===== src/rtl/mem_port_arbiter.sv =====
// mem_port_arbiter: shares the single-port unified memory between the vector
// fetch (VEC), the memory-stage data access (DAT) and instruction fetch (FET).
// Serializes accesses, waits out the memory read latency and returns read data
// to the requester that issued the read.
// Optional build macro: MEM_ARB_PERF_EN adds the conflict_cnt output.
//
// state | meaning
// IDLE  | accepting requests; a grant drives the memory in this same cycle
// WAIT  | read in flight; address held, no grants until data is captured
module mem_port_arbiter #(
  parameter int ADDR_W    = 12,
  parameter int DATA_W    = 8,
  parameter int LAT       = 1,
  parameter int DAT_BURST = 3
) (
  input  logic              clk,
  input  logic              reset,
  input  logic              vec_req,
  input  logic [ADDR_W-1:0] vec_addr,
  input  logic              dat_req,
  input  logic              dat_we,
  input  logic [ADDR_W-1:0] dat_addr,
  input  logic [DATA_W-1:0] dat_wdata,
  input  logic              fet_req,
  input  logic [ADDR_W-1:0] fet_addr,
  output logic              vec_gnt,
  output logic              dat_gnt,
  output logic              fet_gnt,
  output logic              vec_rvalid,
  output logic              dat_rvalid,
  output logic              fet_rvalid,
  output logic [DATA_W-1:0] rdata,
  output logic [ADDR_W-1:0] mem_addr,
  output logic              mem_re,
  output logic              mem_we,
  output logic [DATA_W-1:0] mem_wdata,
  input  logic [DATA_W-1:0] mem_rdata,
  output logic              busy
`ifdef MEM_ARB_PERF_EN
  ,output logic [15:0]      conflict_cnt
`endif
);

  typedef enum logic {IDLE, WAIT} state_t;

  localparam logic [1:0] LAT_LAST  = 2'(LAT - 1);
  localparam logic [1:0] BURST_MAX = 2'(DAT_BURST);
  localparam logic [1:0] OWN_VEC   = 2'd0;
  localparam logic [1:0] OWN_DAT   = 2'd1;
  localparam logic [1:0] OWN_FET   = 2'd2;

  state_t              state_q, state_d;
  logic [1:0]          cnt_q, cnt_d;
  logic [1:0]          burst_q;
  logic [1:0]          owner_q, owner_d;
  logic [ADDR_W-1:0]   addr_q;
  logic                read_issue;
  logic                capture;

  // Arbitration, memory drive and next-state selection.
  always_comb begin
    state_d    = state_q;
    cnt_d      = cnt_q;
    owner_d    = owner_q;
    vec_gnt    = 1'b0;
    dat_gnt    = 1'b0;
    fet_gnt    = 1'b0;
    mem_re     = 1'b0;
    mem_we     = 1'b0;
    mem_addr   = addr_q;
    mem_wdata  = '0;
    read_issue = 1'b0;
    capture    = 1'b0;
    case (state_q)
      IDLE: begin
        // Grants are suppressed while reset is held so outputs sit at reset values.
        if (!reset) begin
          if (vec_req) begin
            vec_gnt    = 1'b1;
            mem_addr   = vec_addr;
            read_issue = 1'b1;
            owner_d    = OWN_VEC;
          end else if (fet_req && (!dat_req || burst_q == BURST_MAX)) begin
            fet_gnt    = 1'b1;
            mem_addr   = fet_addr;
            read_issue = 1'b1;
            owner_d    = OWN_FET;
          end else if (dat_req) begin
            dat_gnt  = 1'b1;
            mem_addr = dat_addr;
            if (dat_we) begin
              mem_we    = 1'b1;
              mem_wdata = dat_wdata;
            end else begin
              read_issue = 1'b1;
              owner_d    = OWN_DAT;
            end
          end
        end
        if (read_issue) begin
          mem_re  = 1'b1;
          state_d = WAIT;
          cnt_d   = 2'd0;
        end
      end
      WAIT: begin
        if (cnt_q == LAT_LAST) begin
          capture = 1'b1;
          state_d = IDLE;
        end else begin
          cnt_d = cnt_q + 2'd1;
        end
      end
      default: state_d = IDLE;
    endcase
  end

  // State, latched read context, returned data and DAT burst tracking.
  always_ff @(posedge clk) begin
    if (reset) begin
      state_q    <= IDLE;
      cnt_q      <= 2'd0;
      burst_q    <= 2'd0;
      owner_q    <= OWN_VEC;
      addr_q     <= '0;
      rdata      <= '0;
      vec_rvalid <= 1'b0;
      dat_rvalid <= 1'b0;
      fet_rvalid <= 1'b0;
    end else begin
      state_q    <= state_d;
      cnt_q      <= cnt_d;
      owner_q    <= owner_d;
      if (read_issue) addr_q <= mem_addr;
      if (capture) rdata <= mem_rdata;
      vec_rvalid <= capture && (owner_q == OWN_VEC);
      dat_rvalid <= capture && (owner_q == OWN_DAT);
      fet_rvalid <= capture && (owner_q == OWN_FET);
      if (fet_gnt || !fet_req) burst_q <= 2'd0;
      else if (dat_gnt && burst_q != BURST_MAX) burst_q <= burst_q + 2'd1;
    end
  end

  assign busy = (state_q == WAIT);

`ifdef MEM_ARB_PERF_EN
  logic pending_lost;
  assign pending_lost = (vec_req && !vec_gnt) || (dat_req && !dat_gnt) || (fet_req && !fet_gnt);

  // Saturating count of cycles in which some request waited.
  always_ff @(posedge clk) begin
    if (reset) conflict_cnt <= 16'h0000;
    else if (pending_lost && conflict_cnt != 16'hFFFF) conflict_cnt <= conflict_cnt + 16'h0001;
  end
`endif

endmodule


===== config.mk =====
export PLATFORM = sky130hd
export DESIGN_NAME = mem_port_arbiter
export DESIGN_NICKNAME = d
export VERILOG_FILES = /design/src/rtl/mem_port_arbiter.sv
export SDC_FILE = /design/constraint.sdc
export NUM_CORES = 1
export LEC_CHECK = 0
export BUFFER_PORTS_ARGS = -buffer_cell sky130_fd_sc_hd__buf_2
export CAP_MARGIN = 0
export CORE_ASPECT_RATIO = 0.7
export CORE_MARGIN = 2
export CORE_UTILIZATION = 40
export CTS_CLUSTER_DIAMETER = 40
export DETAILED_ROUTE_END_ITERATION = 6
export PLACE_DENSITY = 0.76
export SETUP_SLACK_MARGIN = 0.4
export SLEW_MARGIN = 20
export SYNTH_ARGS = -nofsm -noshare
export SYNTH_HDL_FRONTEND = slang
export SYNTH_SLANG_ARGS = --single-unit

===== constraint.sdc =====
create_clock -name clk -period 2.7 [get_ports clk]
set_input_delay 0.81 -clock clk [delete_from_list [all_inputs] [get_ports clk]]
set_output_delay 0.81 -clock clk [all_outputs]
set_load 0.1 [all_outputs]

==> results of run 1 <==
-- cells in the final DEF (no fill, tap or decap), drive strengths merged, types with 2 or more instances in the layout --
master,Yosys,final
ha,2,2
nor4b,6,6
o21a,5,5
and2,2,2
and3,16,18
nand2,12,12
o221a,6,6
a221oi,5,5
a211oi,7,7
a21oi,15,15
a221o,7,7
nor4,3,3
nand3b,2,2
dfxtp,30,30
a311o,5,5
clkbuf,7,7
nand2b,2,2
clkinvlp,0,5
nand3,8,8
a21o,6,6
buf,12,152
inv,15,10
o31ai,3,3
nor2,2,2
-- cell families (layout without fill, tap and decap cells) --
| kind of cell | count (synthesis) | after routing |
|---|---|---|
| AO/OA/AOI/OAI | 64 | 64 |
| XOR/XNOR | 1 | 1 |
| adder cells (fa/ha/maj) | 2 | 2 |
| buffers and inverters | 34 | 175 |
| flip-flops | 30 | 30 |
| multiplexers | 1 | 1 |
| AND/OR/NAND/NOR | 56 | 58 |
-- layer usage --
metal,global-route usage (%),vias to the layer above,part of all wire [%]
li1,-,1011,-
met1,37.0,1047,41
met2,52.9,138,47
met3,7.10,43,6.8
met4,17.1,0,5.0
met5,0,-,0
-- repair_timing --
action | CTS | global route
hold buffers | 0 | 0
pin swaps | 29 | 7
setup endpoints to repair | 25 | 25
resized for setup | 49 | 6
setup buffers | 17 | 4
gates cloned | 5 | 0
-- worst register-to-register path, delay by kind of cell (launching register included) --
family	cells	cell delay (ns)
DFF	1	0.40
adders and majority gates	1	0.25
and+or+nand+nor	2	0.27
buffers and inverters	3	0.38
AOI/OAI and AO/OA	2	0.60
-- sequential cells by signal, summed over array words and instances, names as in the netlist --
signal / cells
owner_q: 2
rdata: 8
cnt_q: 2
busy: 1
addr_q: 12
fet_rvalid: 1
vec_rvalid: 1
dat_rvalid: 1
burst_q: 2
-- final cells by class --
| cell class | instances | area share (%) |
|---|---|---|
| Timing Repair Buffer | 152 | 42.0 |
| Multi-Input combinational cell | 126 | 33.8 |
| Sequential cell | 30 | 17.3 |
| Clock buffer | 7 | 2.47 |
| Inverter | 15 | 2.36 |
| Tap cell | 55 | 1.96 |
| Clock inverter | 1 | 0.143 |
-- metrics by stage --
| stage | TNS [ns] | utilization (%) | instance area (sq um) |
|---|---|---|---|
| finish | -4.45 | 81.8 | 3500 |
| detailed placement | -6.57 | 68.2 | 2920 |
| floorplan | -3.25 | - | 2000 |
| global placement | -5.50 | 68.2 | 2920 |
| CTS | -2.57 | 80.5 | 3450 |
| global route | -4.33 | 81.8 | 3500 |
-- power by group through the flow --
stage | Sequential (mW) | Clock, mW | Combinational, mW
floorplan | 0.544 | 0 | 0.434
global placement | 0.498 | 0 | 0.696
detailed placement | 0.499 | 0 | 0.704
CTS | 0.491 | 0.376 | 0.803
global route | 0.495 | 0.400 | 0.856
finish | 0.493 | 0.379 | 0.828
-- worst max path at each step --
stage	end	cells after the start
3_3_place_gp	mem_addr[4]	7
6_report	mem_addr[10]	7
2_1_floorplan	mem_addr[0]	7
5_1_grt	mem_addr[10]	7
3_5_place_dp	mem_addr[4]	7
4_1_cts	mem_addr[10]	6
==> impl_results.md, run 1 <==
* Status: finished, violations left
* 1st-pass router iterations at 4
* Startpoint types: input port
* P&R area growth vs syn at 99.2%
* Vias in the first global route at about 2300
* Initial core utilization at 41.1%
* Sequential-to-total area share from yosys stat at between 30% and 40%
* Initial antenna violation count at 0
* Clock Latency Late Sink at 0.29 ns
* Clock network power share at 22.3%
* Mapped Cells at around 190
* CTS H-tree lvls at 2
* FF/Latch Area at 604 sq um
* Final setup fails at 23
* Post-Syn Area per Cell at around 9.4 sq um
* Area contributors post-synth: dfxtp_1 (34%), and3_1 (5.3%), a211oi_2 (4.3%)
* Netlist cell types at 44
* Clock sink total at 30
* Clock Tree Buf Depth at 2
* Antenna viol nets, final at 0
* Largest net degree at the start of global routing at 14
* CP Max Fanout at 6
* Clk slew on worst S/H paths at 0.06 ns
* CP arrival at 2.11 ns
* Pint at 1.02 mW
* Crit path capture type: output pin
* Footprint of the multi-input gates at around 1200 sq um
* Worst vdd rail ir drop at 0.455 mV
* Psw at 0.682 mW
* Fraction of the mapped netlist area in adder cells at around 1.4%
* TritonCTS clock tree: done
* Final HPWL DP at slightly above 4000 microns
* Die footprint at 4950 sq um
* Post-route setup slack at -0.224 ns
* Core box area at 4280 sq um
* Leakage at 1.53 nW
* Most frequent cell after synthesis: dfxtp_1
* Critical path launch point: reset
* Max Clk Rate at 342 MHz
* Clock buffer count from CTS at 5
* RSZ-0062 raised after global routing: true
* Detailed Route WL at 7600 microns
* Complex-gate fraction of the synthesized area at 33.4%
* Placed Instances at 352
* Rel. slew slack at 65.8%
* Syn Nets at 248
* Asr flop ratio synth at 0%
* Power Total at ~1.7 mW
* Sw Share at around two fifths
* Crit path buf inv count at 4
* Filler cell count at 228
* Critical path class: input port to output pin
* Largest family of logic cells by synthesized area: compound AO/OA/AOI/OAI gates
* Warning count from the yosys run at 0
* CP most frequent cell: buf_12
* Pre-CTS WS at -0.354 ns
* Port bufs at 94
* Hold Violations, Final at 0
* Minimum clock period at 2.92 ns
* EDFF count, synth at 0
* CP max stage cell: and3_4
* Post-synthesis simple-gate area fraction at between 10% and 20%
* Initial DRC count at 136
* Crit-path max cell delay at around 0.35 ns
* Reg power frac at between 20% and 30%
* Total track usage at 30.9%
* Nets at 390
* Worst hold path type: register to register
* Worst-margin pin slew at 0.517 ns
* Die Span X at 83.2 microns
* Logic gate share of total power at 48.7%
* DRC at 0
* Post-DR wirelength/cell at between 15 and 20 microns
* Pwr dens at around 500 nW/um^2
* Yosys top cell area share at between 30% and 40%
* Die height at approximately 60 microns
* Xor/xnor cell area share of the yosys netlist at 0.498%
* Max-cap viol count at 0
* #FFs+latches synth at 30
* R2r setup slk at about 0.7 ns
* Critical path cell sequence: buf_16, nor3_4, and3_4, buf_12, a221oi_4, clkinvlp_4, buf_12
* Hold WS at 0.455 ns
* Cell Area, Synth at 1760 sq um
* Io pins at 95
* Reg2Reg Depth at 8
* DR vias at 2239
* Worst EP required at around 1.9 ns
* Total grt overflow at 0
* Reg-to-Reg End: addr_q[7]$_SDFFE_PP0P_
* Clk_skew at approximately 0.0053 ns
* Period utilisation layout at 108%
* Worst Hold End: rdata[4]$_SDFFE_PP0P_
* Largest area contributor in the netlist: dfxtp_1
* Commonest cells in the netlist: dfxtp_1 (30), a21oi_1 (15), and3_1 (15)
* Multiplexer share of the synthesized area at less than 1%
* Slew Viols, Final at 0
* Layout cells sized above 1 at 65.3%
* Vias per cell at about 5.8
* Hold path cells at 2
* Clk root buf: clkbuf_8
* CP delay by family, top: simple AND/OR/NAND/NOR gates
* HP Start: rdata[4]$_SDFFE_PP0P_
* GPL Wtd Cong at 0.817
* FF-to-FF Start: burst_q[0]$_SDFFE_PP0P_
* Row count at 20
* Failing checks: setup timing
* Main synth FF type: dfxtp_1
* Non-filler instance count after layout at roughly 390
* First-pass GRT wire length at 11700 microns
* Diodes inserted at 0
No activity file was read; power rests on OpenSTA's default activity.
==> run 2: changes to the inputs <==
Settings changed: MAX_ROUTING_LAYER set to met4.
==> run 2 against run 1 <==
Net effect: the flow still finishes with violations (setup timing); clock skew is essentially flat; power is essentially flat; combinational power is essentially flat; clock power is essentially flat; final cell count is the same; first-iteration DRC count grew 29%; routed wire length is essentially flat; global-route usage grew 1.1 points; register-to-register slack is essentially flat; design area shrank 0.11%; flip-flop and latch count is the same; critical path type unchanged.
==> impl_results.md, run 2 (synthesis gave the netlist of run 1 again) <==
* Status: finished, violations left
* Failing checks: setup timing
* Worst-margin pin slew at 0.512 ns
* Layout cells sized above 1 at 65.3%
* First-pass GRT wire length at 11700 microns
* Die footprint at 4950 sq um
* Nets at just under 400
* Critical path cell sequence: buf_16, nor3_4, and3_4, buf_12, a221oi_4, clkinvlp_4, buf_12
* Worst EP required at 1.89 ns
* Clock Latency Late Sink at 0.29 ns
* Leakage at 1.53 nW
* Total grt overflow at 0
* Power Total at 1.70 mW
* Antenna viol nets, final at 0
* Reg2Reg Depth at 9
* Max Clk Rate at about 340 MHz
* R2r setup slk at 0.71 ns
* Hold_buf cts at 0
* Io pins at 95
* Worst vdd rail ir drop at about 0.45 mV
* Startpoint types: input port
* Initial antenna violation count at 0
* Most flops, register: addr_q
* Pre-CTS WS at -0.354 ns
* Die height at between 50 and 60 microns
* CP max stage cell: and3_4
* CP most frequent cell: buf_12
* RSZ-0062 raised after global routing: true
* Worst Hold End: rdata[4]$_SDFFE_PP0P_
* Row count at 20
* CP delay by family, top: simple AND/OR/NAND/NOR gates
* TritonCTS clock tree: done
* Critical path class: input port to output pin
* Reg-to-Reg End: addr_q[4]$_SDFFE_PP0P_
* Detailed Route WL at 7600 microns
* Commonest non-fill, non-tap cells in the layout: buf_2 (65), buf_4 (43), buf_12 (31)
* Final HPWL DP at just over 4000 microns
* CTS H-tree lvls at 2
* CP Max Fanout at 6
* Slew Viols, Final at 0
* Largest register FFs at 12
* Biggest regs: addr_q x12, rdata x8
* Crit path depth at 7
* Clock buffer count from CTS at 5
* HP Start: rdata[4]$_SDFFE_PP0P_
* Worst hold path type: register to register
* Hold WS at between 0.4 and 0.5 ns
* Core box area at 4280 sq um
* Pwr dens at 486 nW/um^2
* Vias in the first global route at approximately 2300
* Clock Tree Buf Depth at 2
* Die Span X at 83.2 microns
* Clk root buf: clkbuf_8
* Max-cap viol count at 0
* Hold path cells at 2
* Non-filler instance count after layout at ~390
* Vias per cell at 5.73
* GPL Wtd Cong at around 0.83
* Total track usage at between 30% and 40%
* Post-route setup slack at -0.229 ns
* Crit path buf inv count at 4
* Initial DRC count at 176
* Diodes inserted at 0
* Commonest non-fill, non-tap cell in the layout: buf_2
* Hold Violations, Final at 0
* Minimum clock period at 2.93 ns
* Crit path capture type: output pin
* Clk_skew at 0.00501 ns
* 1st-pass router iterations at 4
* Placed Instances at 352
* Largest net degree at the start of global routing at 14
* Clk slew on worst S/H paths at ~0.06 ns
* Final setup fails at 23
* P&R area growth vs syn at 99.0%
* Crit-path max cell delay at around 0.35 ns
* Post-DR wirelength/cell at 19.7 microns
* DRC at 0
* Port bufs at 94
* Rel. slew slack at about 66%
* Clock sink total at 30
* Period utilisation layout at 108%
* CP arrival at 2.12 ns
* Initial core utilization at 41.1%
* FF-to-FF Start: burst_q[0]$_SDFFE_PP0P_
* DR vias at 2210
run 2: repair_timing:
action | CTS | global route
setup endpoints to repair | 25 | 25
resized for setup | 49 | 5
pin swaps | 29 | 7
gates cloned | 5 | 0
buffers inserted | 17 | 4
run 2: how the worst max path moves through the flow:
stage	from	endpoint	slack, ns
after floorplan	dat_req	mem_addr[0]	-0.31
after global placement	reset	mem_addr[4]	-0.30
after detailed placement	reset	mem_addr[4]	-0.35
after CTS	reset	mem_addr[10]	-0.17
after global routing	vec_req	mem_addr[1]	-0.23
final	reset	mem_addr[10]	-0.23
run 2: final cells by class:
class / count / area [sq um]
Tap cell: 55 / 68.8
Clock inverter: 1 / 5.00
Timing Repair Buffer: 152 / 1470
Clock buffer: 7 / 86.3
Sequential cell: 30 / 604
Inverter: 15 / 82.6
Fill cell: 229 / 781
Multi-Input combinational cell: 126 / 1180
run 2: worst min-delay path, cell delays in order (launching register included):
cell	delay [ns]
dfxtp_1	0.31
nand2_1	0.05
a21oi_1	0.05
run 2: per-layer routing:
layer | GRT usage, % | share of wire, % | vias to the layer above
met5 | - | 0 | -
met2 | 53.1 | 47 | 148
met4 | 16.4 | 4.9 | 0
li1 | - | - | 1012
met1 | 37.1 | 40 | 1008
met3 | 7.38 | 8.1 | 42
run 2: where the power goes:
group	internal, mW	leakage [nW]	switching, mW	total, mW
Combinational	0.342	1.24	0.485	0.827
Sequential	0.471	0.247	0.0219	0.493
Clock	0.205	0.0482	0.174	0.380
Total	1.02	1.53	0.681	1.70
run 2: through the flow:
step / TNS [ns] / util [%] / cell area, sq um
2_1_floorplan: -3.25 / - / 2000
3_3_place_gp: -5.50 / 68.2 / 2920
3_5_place_dp: -6.57 / 68.2 / 2920
4_1_cts: -2.57 / 80.5 / 3450
5_1_grt: -4.33 / 81.8 / 3500
6_report: -4.55 / 81.8 / 3500
